`config.mk`:
```
export PLATFORM = sky130hd
export DESIGN_NAME = mips_mc_ctrl
export DESIGN_NICKNAME = d
export VERILOG_FILES = /design/src/rtl/mips_pkg.sv /design/src/rtl/mips_aludec.sv /design/src/rtl/mips_mc_ctrl.sv
export SDC_FILE = /design/constraint.sdc
export NUM_CORES = 1
export LEC_CHECK = 0
export CORE_UTILIZATION = 39
export CTS_CLUSTER_DIAMETER = 200
export DETAILED_ROUTE_END_ITERATION = 6
export GPL_ROUTABILITY_DRIVEN = 0
export PLACE_DENSITY = 0.89
export SLEW_MARGIN = 25
export SYNTH_ARGS = -nofsm -noshare
export SYNTH_HDL_FRONTEND = slang
export SYNTH_SLANG_ARGS = --single-unit
```
`constraint.sdc`:
```
create_clock -name clk -period 2.7 [get_ports clk]
set_input_delay 0.54 -clock clk [delete_from_list [all_inputs] [get_ports clk]]
set_output_delay 0.54 -clock clk [all_outputs]
set_load 0.02 [all_outputs]
```
`src/rtl/mips_pkg.sv`:
```
// rtl/mips_pkg.sv - shared states, opcodes and ALU encodings for the multicycle MIPS controller
package mips_pkg;

  typedef enum logic [3:0] {
    FETCH   = 4'd0,
    DECODE  = 4'd1,
    MEMADR  = 4'd2,
    MEMRD   = 4'd3,
    MEMWB   = 4'd4,
    MEMWR   = 4'd5,
    RTYPEEX = 4'd6,
    RTYPEWB = 4'd7,
    BEQEX   = 4'd8,
    ADDIEX  = 4'd9,
    ADDIWB  = 4'd10,
    JEX     = 4'd11
  } state_t;

  localparam logic [5:0] OP_RTYPE = 6'b000000;
  localparam logic [5:0] OP_LW    = 6'b100011;
  localparam logic [5:0] OP_SW    = 6'b101011;
  localparam logic [5:0] OP_BEQ   = 6'b000100;
  localparam logic [5:0] OP_ADDI  = 6'b001000;
  localparam logic [5:0] OP_J     = 6'b000010;

  localparam logic [5:0] FN_ADD = 6'b100000;
  localparam logic [5:0] FN_SUB = 6'b100010;
  localparam logic [5:0] FN_AND = 6'b100100;
  localparam logic [5:0] FN_OR  = 6'b100101;
  localparam logic [5:0] FN_SLT = 6'b101010;

  typedef enum logic [1:0] {
    ALUOP_ADD   = 2'b00,
    ALUOP_SUB   = 2'b01,
    ALUOP_FUNCT = 2'b10
  } aluop_t;

  localparam logic [2:0] ALU_AND = 3'b000;
  localparam logic [2:0] ALU_OR  = 3'b001;
  localparam logic [2:0] ALU_ADD = 3'b010;
  localparam logic [2:0] ALU_SUB = 3'b110;
  localparam logic [2:0] ALU_SLT = 3'b111;

endpackage

```
`src/rtl/mips_aludec.sv`:
```
// rtl/mips_aludec.sv - combinational aluop/funct to alucontrol decoder
module mips_aludec
  import mips_pkg::*;
(
  input  aluop_t      aluop,
  input  logic [5:0]  funct,
  output logic [2:0]  alucontrol
);

  // Unknown funct codes fall back to add so a bad R-type is harmless.
  always_comb begin
    alucontrol = ALU_ADD;
    case (aluop)
      ALUOP_SUB: alucontrol = ALU_SUB;
      ALUOP_FUNCT: begin
        case (funct)
          FN_ADD:  alucontrol = ALU_ADD;
          FN_SUB:  alucontrol = ALU_SUB;
          FN_AND:  alucontrol = ALU_AND;
          FN_OR:   alucontrol = ALU_OR;
          FN_SLT:  alucontrol = ALU_SLT;
          default: alucontrol = ALU_ADD;
        endcase
      end
      default: alucontrol = ALU_ADD;
    endcase
  end

endmodule

```
`src/rtl/mips_mc_ctrl.sv`:
```
// rtl/mips_mc_ctrl.sv - multicycle MIPS main controller with memory-ready stalls
module mips_mc_ctrl
  import mips_pkg::*;
(
  input  logic        clk,
  input  logic        reset,
  input  logic [5:0]  op,
  input  logic [5:0]  funct,
  input  logic        zero,
  input  logic        mem_ready,
  output logic        iord,
  output logic        memwrite,
  output logic        irwrite,
  output logic        regdst,
  output logic        memtoreg,
  output logic        regwrite,
  output logic        alusrca,
  output logic [1:0]  alusrcb,
  output logic [1:0]  pcsrc,
  output logic        pcen,
  output logic [2:0]  alucontrol
);

  state_t state_q, state_d, dec_state;
  aluop_t aluop;
  logic   pcwrite, branch;

  always_ff @(posedge clk) begin
    if (reset) state_q <= FETCH;
    else       state_q <= state_d;
  end

  always_comb begin
    state_d = state_q;
    case (state_q)
      FETCH:   if (mem_ready) state_d = DECODE;
      DECODE: begin
        case (op)
          OP_LW, OP_SW: state_d = MEMADR;
          OP_RTYPE:     state_d = RTYPEEX;
          OP_BEQ:       state_d = BEQEX;
          OP_ADDI:      state_d = ADDIEX;
          OP_J:         state_d = JEX;
          default:      state_d = FETCH;
        endcase
      end
      MEMADR:  state_d = (op == OP_LW) ? MEMRD : MEMWR;
      MEMRD:   if (mem_ready) state_d = MEMWB;
      MEMWR:   if (mem_ready) state_d = FETCH;
      RTYPEEX: state_d = RTYPEWB;
      ADDIEX:  state_d = ADDIWB;
      default: state_d = FETCH;
    endcase
  end

  // During reset the outputs present the FETCH decode regardless of the stale state.
  assign dec_state = reset ? FETCH : state_q;

  always_comb begin
    iord = 1'b0; memwrite = 1'b0; irwrite = 1'b0; regdst = 1'b0;
    memtoreg = 1'b0; regwrite = 1'b0; alusrca = 1'b0; alusrcb = 2'b00;
    pcsrc = 2'b00; pcwrite = 1'b0; branch = 1'b0; aluop = ALUOP_ADD;
    case (dec_state)
      FETCH: begin
        alusrcb = 2'b01;
        irwrite = mem_ready;
        pcwrite = mem_ready;
      end
      DECODE:  alusrcb = 2'b11;
      MEMADR:  begin alusrca = 1'b1; alusrcb = 2'b10; end
      MEMRD:   iord = 1'b1;
      MEMWB:   begin memtoreg = 1'b1; regwrite = 1'b1; end
      MEMWR:   begin iord = 1'b1; memwrite = 1'b1; end
      RTYPEEX: begin alusrca = 1'b1; aluop = ALUOP_FUNCT; end
      RTYPEWB: begin regdst = 1'b1; regwrite = 1'b1; end
      BEQEX:   begin alusrca = 1'b1; aluop = ALUOP_SUB; pcsrc = 2'b01; branch = 1'b1; end
      ADDIEX:  begin alusrca = 1'b1; alusrcb = 2'b10; end
      ADDIWB:  regwrite = 1'b1;
      JEX:     begin pcsrc = 2'b10; pcwrite = 1'b1; end
      default: ;
    endcase
    if (reset) begin
      irwrite  = 1'b0;
      pcwrite  = 1'b0;
      branch   = 1'b0;
      regwrite = 1'b0;
      memwrite = 1'b0;
    end
  end

  assign pcen = pcwrite | (branch & zero);

  mips_aludec u_aludec (
    .aluop      (aluop),
    .funct      (funct),
    .alucontrol (alucontrol)
  );

endmodule

```
==> results.cfg <==
[detailed_routing]
postRouteWirelength_um = 1970
drtIter0Drc = 20
postRouteAntennaNets = 0
firstDrtPassIters = 4
detail_route.drc_violations = 0
num_vias = 830
wire_per_inst_um = 13.9
drt-vias-per-instance = 5.89

[cts]
cts.reportedPaths.clkPinSlew_ns = 0.04
cts_setup_buffers = 0
cts-root-buf = clkbuf_4
worstSkewPairLatency_ns = 0.25
ctsHtreeMaxLevel = 1
cts_hold_buf = 0
cts_inserted_buffers = 3
clock_sinks = 4
cts.path.max_buffers = 2
cts_tree = built

[global_routing]
gr_met3_demand_resource = 0.0479
top_usage_layer = met2
track_usage = 0.254
maximum_number_of_pins_on_one_net_before_global_route_repair = 14
global_route.usage.met1 = 0.324
grt_remaining_overflow = 0
global_route_wire_length_before_repair_um = 2850
grt_pass1_vias = 680
grt_antenna_before_repair = 0
met2_usage = 0.434

[job]
drv.max_cap_violation_count = 0

[cells_and_area]
largest-register = state_q
multiInputGateArea_um2 = 485
fin_cells = 141
syn2layout_area_growth_pct = 64.9
final_layout_size_suffix_gt1_frac = 0.222
largest_register_ffs = 4
reg_top3 = state_q (4)
layout.area.seq_um2 = 80.1
final.fill_count = 108
layout.nets = 147
antenna-diode-count = 0

[logic_synthesis]
share_of_the_synthesized_area_in_the_top_cell_type = 0.133
synthTopCellsByCount = 10 x nor2_1, 7 x nor3_1, 6 x nand2_1, 5 x a21oi_1
synth_async_sr_flop_share = 0
synth_area_per_cell_um2 = 7.10
synth-main-ff-cell = dfxtp_1
postSynthRegisterBits = 4
mappedNetlistNets = 104
post_synth_inst_count = 85
synth.yosys.warnings = 0
netlist_area_um2 = 603
ys_types = 36
yosys.area.top_type = dfxtp_1
synth-seq-area-share = 0.133
synth_edf_count = 0
post-synth-top-count-cell = nor2_1
synth.area.top_cells = dfxtp_1 13%, ha_1 6.2%, nor2_1 6.2%, nor3_1 5.8%, o31ai_1 5.0%

[sta]
timing.slew.headroom = 0.754
layout_worst_path_cycle_share = 0.965
period_needed_ns = 2.60
clock.fmax_ghz = 0.384
timing_hold_violations_final = 0
final_critical_path_setup_slack_ns = 0.0951
setup_repair_after_global_routing_missed_its_margin = false
finalClockSkew_ns = 0.00170
worst-slew-pin-transition_ns = 0.365
setup_viol = 0
finalMaxSlewViolations = 0

[power_and_ir_drop]
clock_power_share = 0.377
peakVddDrop_uv = 196
seq_power_share = 0.282
power.switching_mw = 0.0651
leakagePower_nw = 0.390
internal_power_mw = 0.152
power.switching_fraction = 0.299
pwr_density_cell_mw_per_mm2 = 219
p_comb_frac = 0.341

[placement]
dp.final_hpwl_um = 1560
port_buffers = 30
pre_cts_ws_ns = -0.517
dpl.cell_count = 138

[floorplan]
initial_core_util = 0.441
floorplan.io_pins = 31
core_area_mm2 = 0.00137
dieWidth_um = 41.3
fp.dieH_um = 41.3
area_of_the_die_mm2 = 0.00171
rows = 13

[critical_path]
worst-endpoint-required_ns = 2.16
worst-path-max-fanout = 6
critical_path_arrival_ns = 2.06
end_kind = output port
setup.worst_path.start_class = flip-flop
timing.setup.critical_path_class = reg -> out

[run_status]
status = complete, no violations

[min_path]
hold_path.class = reg -> reg
-- placed cells by master (no fill, tap or decap), drive strengths merged, types with 3 or more instances in the layout --
| cell | instances |
|---|---|
| buf | 14 |
| a21oi | 5 |
| o31ai | 4 |
| nor3 | 7 |
| or2b | 4 |
| nand2 | 6 |
| nor2 | 10 |
| nor4 | 4 |
| ha | 3 |
| dfxtp | 4 |
| clkdlybuf4s50 | 25 |
| o21ai | 3 |
| clkbuf | 5 |
-- cells by family (layout without fill, tap and decap cells) --
family | Yosys count | count (layout) | share of synthesized area
compound gates | 21 | 21 | 0.237
xor+xnor | 2 | 2 | 0.0291
fa+ha+maj | 3 | 3 | 0.0622
buf+inv | 7 | 48 | 0.0747
flops | 4 | 4 | 0.133
simple gates | 48 | 48 | 0.465
-- final timing paths --
kind	slack, ns	start	end	cells past startpoint
hold / removal	0.68	state_q[0]	state_q[1]	3
setup reg to reg	1.30	state_q[1]	state_q[1]	5
hold reg to reg	0.68	state_q[0]	state_q[1]	3
setup / recovery	0.1	state_q[0]	regwrite	5
-- stage by stage --
step                cell area (um^2)   util  setup TNS, ns  hold slack [ns]  power, mW
finish                           995  0.728              0            0.680      0.218
global route                     995  0.728              0            0.689      0.226
CTS                             1010  0.738              0            0.682      0.217
detailed placement               982  0.719          -1.80            0.664      0.136
global placement                 982  0.719          -1.52            0.655      0.134
floorplan                        603      -              0            0.574     0.0928
-- final cells by class --
type	count	share of cell area
Multi-Input combinational cell	74	0.488
Timing Repair Buffer	43	0.382
Sequential cell	4	0.0805
Clock buffer	3	0.0226
Tap cell	15	0.0189
Inverter	2	0.00755
-- per-layer routing --
layer	share of wire	up-vias
li1	-	410
met1	0.44	379
met2	0.50	38
met3	0.049	3
met4	0.0087	0
met5	0	-
-- worst max-delay path, cell delays in order, from the launching register on --
cell and delay [ns]:
dfxtp_1 0.30, nand2b_1 0.16, buf_4 0.16, or3b_2 0.43, a21oi_1 0.15, clkdlybuf4s50_1 0.61
-- power by group through the flow --
stage          registers [mW]  logic, mW  clock network (mW)
2_1_floorplan          0.0622     0.0306                   0
3_3_place_gp           0.0622     0.0714                   0
3_5_place_dp           0.0623     0.0738                   0
4_1_cts                0.0614     0.0740              0.0815
5_1_grt                0.0614     0.0797              0.0846
6_report               0.0613     0.0741              0.0821
-- what timing repair did --
action | CTS | global route
endpoints found under the setup margin | 6 | 3
endpoints found under the hold margin | 0 | 0
resized for setup | 9 | 5
No activity file was read; power rests on OpenSTA's default activity.
